### config.mk
export PLATFORM = sky130hd
export DESIGN_NAME = alu_arbiter
export DESIGN_NICKNAME = d
export VERILOG_FILES = /design/src/rtl/alu_arbiter.sv
export SDC_FILE = /design/constraint.sdc
export NUM_CORES = 1
export LEC_CHECK = 0
export ABC_AREA = 1
export CELL_PAD_IN_SITES_DETAIL_PLACEMENT = 1
export CELL_PAD_IN_SITES_GLOBAL_PLACEMENT = 2
export CORE_AREA = 10 10 97 99
export CTS_CLUSTER_SIZE = 28
export DETAILED_ROUTE_END_ITERATION = 10
export DIE_AREA = 0 0 107 109
export GPL_ROUTABILITY_DRIVEN = 0
export PLACE_DENSITY_LB_ADDON = 0.1
export SLEW_MARGIN = 20
export SYNTH_ARGS = -nofsm -noshare
export SYNTH_HDL_FRONTEND = slang
export SYNTH_SLANG_ARGS = --single-unit
### constraint.sdc
create_clock -name Clock -period 2.45 [get_ports Clock]
set_input_delay 0.49 -clock Clock [delete_from_list [all_inputs] [get_ports Clock]]
set_output_delay 0.49 -clock Clock [all_outputs]
set_load 0.02 [all_outputs]
### src/rtl/alu_arbiter.sv
// rtl/alu_arbiter.sv - round-robin arbiter sharing one 8-bit-result ALU between two requesters (optional ALU_ARB_ACC_EN: op 110 accumulates on previous result)
module alu_arbiter (
    input  logic       Clock,
    input  logic       Resetn,
    input  logic       Req0,
    input  logic [2:0] Op0,
    input  logic [3:0] A0,
    input  logic [3:0] B0,
    input  logic       Req1,
    input  logic [2:0] Op1,
    input  logic [3:0] A1,
    input  logic [3:0] B1,
    output logic [1:0] Grant,
    output logic       Ack0,
    output logic       Ack1,
    output logic       Busy,
    output logic [7:0] Result
);

    typedef enum logic [1:0] {
        S_IDLE = 2'd0,
        S_EXEC = 2'd1,
        S_RESP = 2'd2
    } state_t;

    state_t     state_q;
    logic       prio_q;
    logic       winner_q;
    logic [1:0] grant_q;
    logic       ack0_q;
    logic       ack1_q;
    logic       busy_q;
    logic [7:0] result_q;
    logic [2:0] op_q;
    logic [3:0] a_q;
    logic [3:0] b_q;

    logic       pick1_d;
    logic [7:0] alu_d;

    // Gate-level style 4-bit adder; carry-out is intentionally dropped
    function automatic logic [3:0] rca4(input logic [3:0] x, input logic [3:0] y);
        logic       c;
        logic [3:0] s;
        c = 1'b0;
        s = 4'h0;
        for (int i = 0; i < 4; i++) begin
            s[i] = x[i] ^ y[i] ^ c;
            c    = (x[i] & y[i]) | (c & (x[i] ^ y[i]));
        end
        return s;
    endfunction

    // Requester 1 wins when it is alone, or when both ask and priority points at it
    always_comb begin
        pick1_d = Req1 && (!Req0 || prio_q);
    end

    // ALU over the latched opcode/operands
    always_comb begin
        alu_d = 8'h00;
        case (op_q)
            3'b000:  alu_d = {4'h0, a_q + 4'd1};
            3'b001:  alu_d = {4'h0, rca4(a_q, b_q)};
            3'b010:  alu_d = {4'h0, a_q + b_q};
            3'b011:  alu_d = {a_q | b_q, a_q ^ b_q};
            3'b100:  alu_d = {7'b0, |{a_q, b_q}};
            3'b101:  alu_d = {a_q, b_q};
`ifdef ALU_ARB_ACC_EN
            3'b110:  alu_d = {4'h0, result_q[3:0] + b_q};
`else
            3'b110:  alu_d = 8'h00;
`endif
            default: alu_d = 8'h00;
        endcase
    end

    // Transaction FSM: grant/latch, execute/ack, release/rotate priority
    always_ff @(posedge Clock) begin
        if (!Resetn) begin
            state_q  <= S_IDLE;
            prio_q   <= 1'b0;
            winner_q <= 1'b0;
            grant_q  <= 2'b00;
            ack0_q   <= 1'b0;
            ack1_q   <= 1'b0;
            busy_q   <= 1'b0;
            result_q <= 8'h00;
            op_q     <= 3'b000;
            a_q      <= 4'h0;
            b_q      <= 4'h0;
        end else begin
            case (state_q)
                S_IDLE: begin
                    if (Req0 || Req1) begin
                        winner_q <= pick1_d;
                        op_q     <= pick1_d ? Op1 : Op0;
                        a_q      <= pick1_d ? A1 : A0;
                        b_q      <= pick1_d ? B1 : B0;
                        grant_q  <= pick1_d ? 2'b10 : 2'b01;
                        busy_q   <= 1'b1;
                        state_q  <= S_EXEC;
                    end
                end
                S_EXEC: begin
                    result_q <= alu_d;
                    ack0_q   <= !winner_q;
                    ack1_q   <= winner_q;
                    state_q  <= S_RESP;
                end
                S_RESP: begin
                    ack0_q  <= 1'b0;
                    ack1_q  <= 1'b0;
                    grant_q <= 2'b00;
                    busy_q  <= 1'b0;
                    prio_q  <= ~winner_q;
                    state_q <= S_IDLE;
                end
                default: begin
                    state_q <= S_IDLE;
                end
            endcase
        end
    end

    assign Grant  = grant_q;
    assign Ack0   = ack0_q;
    assign Ack1   = ack1_q;
    assign Busy   = busy_q;
    assign Result = result_q;

endmodule

# After elaboration in Yosys (flattened, before gate mapping)
# Index checks and enable logic that the tools add are counted.
# Widths: inputs -> output; s select.
dict set report word_totals {
  reg_bits 28
  latch_bits 0
  ramBits 0
  rom_bits 0
  inputBits 26
  wordCells 63
  mem_count 0
}
dict set report op_classes {
  addsub 2
  mul 0
  div_mod_pow 0
  n_lt_le_gt_ge 0
  eq_ne 8
  shift 0
  n_mux 13
  bitwise 17
  n_reduce_logical 12
}
# operator count
set op_table {}
lappend op_table {{$pmux 8 s6} 1}
lappend op_table {{$mux 4} 2}
lappend op_table {{$pmux 2 s2} 2}
lappend op_table {{$reduce_or 8->1} 1}
lappend op_table {{$xor 1x1->1} 7}
lappend op_table {{$eq 3x2->1 const B} 2}
lappend op_table {{$eq 3x3->1 const B} 2}
lappend op_table {{$mux 2} 3}
lappend op_table {{$pmux 1 s2} 3}
lappend op_table {{$and 1x1->1} 5}
lappend op_table {{$add 4x1->4 const B} 1}
lappend op_table {{$add 4x4->4} 1}
lappend op_table {{$or 4x4->4} 1}
lappend op_table {{$reduce_and 2->1} 2}
lappend op_table {{$reduce_bool 2->1} 2}
lappend op_table {{$xor 4x4->4} 1}
lappend op_table {{$eq 3x1->1 const B} 1}
lappend op_table {{$logic_not 3->1} 1}
lappend op_table {{$mux 3} 1}
lappend op_table {{$eq 2x1->1 const B} 1}
lappend op_table {{$eq 2x2->1 const B} 1}
lappend op_table {{$logic_not 1->1} 2}
lappend op_table {{$logic_not 2->1} 1}
lappend op_table {{$logic_or 1x1->1} 2}
lappend op_table {{other kinds (5)} 6}

# Logic depth before layout (Yosys ltp)
# Gate-level depths: netlist of the first run.
dict set report logic_depth {
  word_depth 7
  ltp_mapped 13
}

# Worst setup path after synthesis of the first run
# Ideal clock, no wire load.
dict set report synth_timing {
  path_type {reg-to-reg}
  start {reg a_q[0]}
  end {reg result_q[2] (netlist: Result[2])}
  setup_ns 0.124
  arrival_ns 1.654
  setup_slack_ns 0.672
  path_stages_with_launch 10
  path_buffers 0
  synth_period_minus_slack_ns 1.778
  cell_sequence {dfxtp_1 > ha_1 > inv_1 > fa_1 > inv_1 > fa_1 > nand4_1 > o21ai_1 > a21oi_1 > a31oi_1}
}
dict set report synth_between {
  elab_chain_len 5
}
# item line
set synth_lines {}
lappend synth_lines {{start: declaration} 35} ;# logic [3:0] a_q;
lappend synth_lines {{start signal: assignment} 98} ;# a_q <= pick1_d ? A1 : A0;
lappend synth_lines {{$and 1x1->1 (2 in series)} 49} ;# c = (x[i] & y[i]) | (c & (x[i] ^ y[i]));
lappend synth_lines {{$or 1x1->1} 49}
lappend synth_lines {{$xor 1x1->1} 48} ;# s[i] = x[i] ^ y[i] ^ c;
lappend synth_lines {{$pmux 8 s6 *} 62} ;# case (op_q)
lappend synth_lines {{end signal: assignment} 106} ;# result_q <= alu_d;
lappend synth_lines {{end: declaration} 33} ;# logic [7:0] result_q;
# Every way passes the cells marked *; elsewhere a longest branch is shown, timed or not.
# A chain may end at the register's enable or synchronous reset.

# Worst setup path after layout of the first run
# Ends and elaborated chain as after synthesis.

==> results by group, run 1 <==
Drt
  – Antenna viol nets, final: 0
  – Routed WL: ~5200 um
  – Vias/cell: between 4 and 5
  – Starting DRT DRC Count: 70
  – Residual DRC: 0
  – First-pass DRT Iterations: 4
  – Wire length per cell: around 14 um
  – DR vias: 1,622

STA
  – Max Freq: slightly below 0.5 GHz
  – Hold Fails Final Rpt: 0
  – Final Setup Violations: 0
  – Crit share post-route: a little over four fifths
  – Tmin final: 2.04 ns
  – Unrepaired setup endpoints after global routing: no
  – Rel. slew slack: about two thirds
  – Post-Route Setup TNS: 0 ns
  – Slew Limit Fails: 0
  – Actual slew at the worst max-slew pin: roughly 0.51 ns
  – Setup Skew: 0.00672 ns
  – Setup WS post-layout: approximately 0.41 ns

Final layout
  – Fin nets: between 300 and 400
  – Share of post-route cells with drive strength above 1: 7.27%
  – Layout area overhead: 33.7%
  – Diodes inserted: 0

Die
  – Die Span X: 107 um
  – Rows: 32
  – # IOs: 39
  – Die ar.: 0.0117 mm2
  – Die height: 109 um
  – Starting Density: 22.5%
  – Core area: 0.00753 mm2

CTS
  – Root Driver: clkbuf_8
  – CTS Buffer Depth: 2
  – Clk sinks: 28
  – Post-cts resize count: 0
  – Post-CTS Setup Inserts: 0
  – CTS tree: yes
  – Clk slew on worst S/H paths: 0.11 ns
  – Worst skew pair latency: 0.28 ns
  – Hold-fix buffer count after cts: 0
  – TritonCTS buffer count: 3
  – H-tree levels: 1

Logic synthesis
  – Synth Area in Adders: 12.4%
  – Mux cell area share after synthesis: 0%
  – Xor-xnor portion of the synthesized cell area: 0.517%
  – Complex-gate fraction of the synthesized area: 16.4%
  – Synth Net Count: approximately 280
  – Mapped Area: roughly 0.0017 mm2
  – Register area share after synthesis: 33.1%
  – Combinational family with the most area after synthesis: simple AND/OR/NAND/NOR gates
  – Simple-gate portion of the synthesized area: between 20% and 30%
  – Avg Cell Area, Syn: 7.18 um2
  – Register bit total from synthesis: 28
  – Post-Syn Instances: around 240
  – Yosys warnings: 0
  – Netlist cell types: 29

Worst setup path
  – Critical Path RT: 2.61 ns
  – Startpoint Class: flop
  – FF-to-FF End: Result[2]
  – R2r startpoint: a_q[0]
  – Flop2flop setup slack: about 0.41 ns
  – CP Max Fanout: 4
  – R2R depth: 9
  – Critical Path End Type: flop
  – Setup Crit Path Kind: flop to flop
  – WP data arrival: 2.20 ns

Place
  – I/O Buffers: 38
  – Dpl ws: 0.443 ns
  – DP HPWL: 4150 um

Worst hold path
  – Hold Path Sink: Busy
  – Worst hold start: Busy
  – Min-Delay Path Depth: 2
  – Worst hold path type: flop to flop

Power
  – PwrDens: 596 mW/mm2
  – Total power: 0.00135 W
  – VDD IR max: 0.219 mV
  – Lkg Pwr: 0.979 nW

Global routing
  – Initial antenna violation count: 0
  – First-pass GRT wire length: 8940 um
  – Vias in the first global route: 1,760
  – Gr usage total: 9.45%
  – Largest net degree at the start of global routing: 23
  – Overflow after GRT: 0

Status
  – Status: finished clean

Run
  – Max_cap viols: 0
## kinds of logic after synthesis
group                    Yosys count
AND/OR/NAND/NOR                   97
AO/OA/AOI/OAI                     46
XOR/XNOR                           1
buffers and inverters             49
flip-flops                        28
adder cells (fa/ha/maj)           15
## sequential cells by signal (all words and copies together), names as in the netlist, 2 cells and up
| name | count |
|---|---|
| b_q | 4 |
| Grant | 2 |
| a_q | 4 |
| op_q | 3 |
| Result | 8 |
| state_q | 2 |
## cell usage in the layout (no fill, tap or decap)
cell type,count
ha_1,12
nand3_1,23
nor3_1,2
fa_1,3
inv_1,37
xor2_1,1
dfxtp_1,28
nand3_2,1
nor2_1,5
a211oi_1,1
o211a_1,1
nand2_2,1
clkbuf_8,3
nand4_1,5
o21ai_0,7
o21ai_1,5
clkinv_2,1
a21oi_2,1
a31oi_1,1
a21oi_1,14
nand2_1,56
o22ai_1,4
inv_2,3
buf_4,5
o211ai_1,12
nor2_4,2
bufinv_16,1
clkdlybuf4s50_1,38
nor2_2,2
## metal layers
| layer | track usage (%) | vias to the layer above | part of all wire (%) |
|---|---|---|---|
| li1 | - | 854 | - |
| met1 | 11.5 | 739 | 46 |
| met2 | 16.6 | 23 | 50 |
| met3 | 1.83 | 6 | 3.4 |
| met4 | 2.61 | 0 | 1.0 |
| met5 | 0 | - | 0 |
## worst max path at each step
stage	startpoint	to	slack [ns]
2_1_floorplan	a_q[0]	Result[2]	0.67
3_3_place_gp	a_q[0]	Result[2]	0.42
3_5_place_dp	a_q[0]	Result[2]	0.44
4_1_cts	a_q[0]	Result[2]	0.39
5_1_grt	a_q[0]	Result[2]	0.25
6_report	a_q[0]	Result[2]	0.41
## critical path, cell delays in order, from the launching register on
cell	delay, ns
dfxtp_1	0.45
ha_1	0.18
inv_1	0.05
fa_1	0.35
inv_1	0.08
fa_1	0.42
nand4_1	0.11
o21ai_1	0.08
a21oi_1	0.12
a31oi_1	0.08
## synthesized netlist by cell type
master | n | area, um2
nand2_1 | 56 | 210
inv_1 | 37 | 139
dfxtp_1 | 28 | 561
nand3_1 | 23 | 115
a21oi_1 | 14 | 70.1
ha_1 | 12 | 150
o211ai_1 | 12 | 90.1
o21ai_0 | 7 | 35.0
nand4_1 | 5 | 31.3
nor2_1 | 5 | 18.8
o21ai_1 | 5 | 25.0
buf_2 | 4 | 20.0
o22ai_1 | 4 | 25.0
fa_1 | 3 | 60.1
inv_2 | 3 | 11.3
clkbuf_1 | 2 | 7.51
nor2_2 | 2 | 12.5
nor2_4 | 2 | 22.5
nor3_1 | 2 | 10.0
a211oi_1 | 1 | 7.51
a21oi_2 | 1 | 8.76
a31oi_1 | 1 | 6.26
buf_4 | 1 | 7.51
buf_6 | 1 | 11.3
clkinv_2 | 1 | 5.00
nand2_2 | 1 | 6.26
nand3_2 | 1 | 10.0
o211a_1 | 1 | 10.0
xor2_1 | 1 | 8.76
## where the power goes
group          total (W)  switching (W)  internal [W]
registers       0.000551      0.0000475      0.000504
logic           0.000421       0.000239      0.000182
clock network   0.000378       0.000159      0.000219
## per-stage QoR
stage / instances / instance area (um2) / hold WS [ns] / utilization (%)
after CTS: 377 / 2270 / 0.471 / 30.1
after global routing: 377 / 2270 / 0.502 / 30.1
after detailed placement: 373 / 2190 / 0.455 / 29.2
final: 377 / 2270 / 0.467 / 30.1
after floorplan: 236 / 1700 / 0.438 / -
after global placement: 373 / 2190 / 0.453 / 29.2
## area by class of cell
class | instances | area [um2]
Fill cell | 952 | 5260
Multi-Input combinational cell | 159 | 933
Sequential cell | 28 | 561
Timing Repair Buffer | 43 | 418
Inverter | 41 | 155
Tap cell | 102 | 128
Clock buffer | 3 | 41.3
Clock inverter | 1 | 30.0
Power figures use the tool's default switching activity.
==> run 2: changes to the inputs <==
- clock period: 2.45 -> 2 ns (I/O delays scaled with it)
==> run 2 against run 1 <==
Die area is the same. Flip-flop and latch count is the same. Routed wire length rose by 1.9%. Worst setup slack worse by 0.22 ns. Largest cell class unchanged. First-iteration DRC count shrank 21%. Sequential share of layout area shrank 0.20 points. Non-clock buffer count rose by 7. Total power increased by 15%. Core utilization grew 0.58 points. Via count up 1.2%. Combinational power rose by 36%. Sequential power up 21%. Critical path type unchanged.
==> results by group, run 2 (same netlist as run 1, synthesis figures left out) <==
Status
  – Status: finished clean

Drt
  – Wire length per cell: 13.8 um
  – Routed WL: 5270 um
  – Residual DRC: 0
  – Vias/cell: about 4.3
  – Starting DRT DRC Count: 55
  – Antenna viol nets, final: 0
  – Metal-1 WL: around 2400 um
  – Max layer used: met4
  – First-pass DRT Iterations: 4
  – Met3 WL post-DR: 161 um
  – WL met2: 2650 um
  – DR vias: roughly 1,600

Power
  – Total power: between 0.0015 and 0.002 W
  – Lkg Pwr: between 1 and 1.5 nW
  – VDD IR max: 0.224 mV
  – PwrDens: 671 mW/mm2

Place
  – Cells after DPL: 379
  – DP HPWL: between 4000 and 5000 um
  – Area after DPL: 0.00225 mm2
  – I/O Buffers: 38

Die
  – Starting Density: 22.5%
  – # IOs: 39
  – Die Span X: between 100 and 150 um
  – Core area: 0.00753 mm2
  – Rows: 32
  – Die height: 109 um
  – Die ar.: 0.0117 mm2

Final layout
  – Most common cell after layout, fill and taps aside: nand2_1
  – Number of fill cells in the layout: 941
  – Fin nets: 324
  – Most frequent cells in the layout: nand2_1, clkdlybuf4s50_1, inv_1
  – Diodes inserted: 0
  – Share of post-route cells with drive strength above 1: 11.0%
  – Max reg flops: 8
  – Layout area overhead: 36.2%
  – Fin area: 0.00231 mm2
  – Final non-filler cell total: 383

STA
  – Post-Route Setup TNS: 0 ns
  – Final Setup Violations: 0
  – Hold WS: 0.469 ns
  – Hold Fails Final Rpt: 0
  – Slew Limit Fails: 0
  – Actual slew at the worst max-slew pin: 0.464 ns
  – Unrepaired setup endpoints after global routing: no
  – Setup Skew: 0.00601 ns
  – Rel. slew slack: 69.1%
  – Tmin final: 1.81 ns
  – Max Freq: 0.553 GHz
  – Crit share post-route: 90.4%

CTS
  – TritonCTS buffer count: 3
  – Root Driver: clkbuf_8
  – CTS Buffer Depth: 2
  – Hold-fix buffer count after cts: 0
  – CTS tree: yes
  – Clk slew on worst S/H paths: 0.10 ns
  – H-tree levels: 1
  – Clk sinks: 28
  – Worst skew pair latency: 0.27 ns

Worst setup path
  – CP Max Fanout: 2
  – Critical Path End Type: flop
  – WP data arrival: 1.96 ns
  – Worst path max stage delay: between 0.3 and 0.4 ns
  – Delay-heaviest family, CP: adder cells
  – Crit path cell chain: ha_1, inv_1, fa_2, inv_2, fa_1, nand4_1, o21ai_1, a21oi_1, a31oi_1
  – Slowest CP cell: fa_1
  – WP buf/inv: 2
  – Startpoint Class: flop
  – Critical Path RT: between 2 and 2.5 ns
  – Setup Crit Path Kind: flop to flop

Global routing
  – Largest net degree at the start of global routing: 25
  – First-pass GRT wire length: around 9200 um
  – Gr usage total: 9.69%
  – Vias in the first global route: 1,862
  – Overflow after GRT: 0
  – Initial antenna violation count: 0

Worst hold path
  – Worst hold path type: flop to flop

Run
  – Max_cap viols: 0
run 2: worst min-delay path: cells and delay by family (launching register included):
kind / cells / cell delay [ns]
compound gates: 1 / 0.05
flops: 1 / 0.32
simple gates: 1 / 0.06
run 2: layout make-up:
cell class / count / area [um2] / share of cell area (%)
Sequential cell: 28 / 567 / 24.5
Timing Repair Buffer: 50 / 483 / 20.9
Inverter: 41 / 155 / 6.72
Tap cell: 102 / 128 / 5.53
Multi-Input combinational cell: 159 / 936 / 40.5
Clock buffer: 3 / 41.3 / 1.79
run 2: power by group:
part / switching [W] / internal [W] / leakage (nW) / total [W]
sequential: 0.0000457 / 0.000619 / 0.232 / 0.000664
combinational: 0.000317 / 0.000255 / 0.750 / 0.000572
clock: 0.000178 / 0.000135 / 0.0216 / 0.000313
total: 0.000541 / 0.00101 / 1.00 / 0.00155
run 2: per-layer routing:
layer  vias to the layer above  track usage (%)
met4                         0             2.61
met2                        19             17.4
met3                         2             1.95
met1                       758             11.5
met5                         -                0
li1                        863                -
run 2: worst paths after layout:
check	slack (ns)	cells past startpoint	startpoint	end
worst max register to register	0.19	9	a_q[0]	Result[2]
worst min-delay path	0.47	2	Busy	Busy
worst min register to register	0.47	2	Busy	Busy
worst max-delay path	0.19	9	a_q[0]	Result[2]
run 2: timing repair:
| item | CTS | global route |
|---|---|---|
| resized for setup | 0 | 6 |
| endpoints found under the setup margin | 0 | 2 |
| setup buffers | 0 | 1 |
run 2: per-stage QoR:
stage | setup WS [ns] | util, %
after floorplan | 0.222 | -
after global placement | 0.148 | 29.9
after detailed placement | 0.0860 | 29.9
after CTS | 0.0745 | 30.5
after global routing | 0.0300 | 30.7
final | 0.192 | 30.7
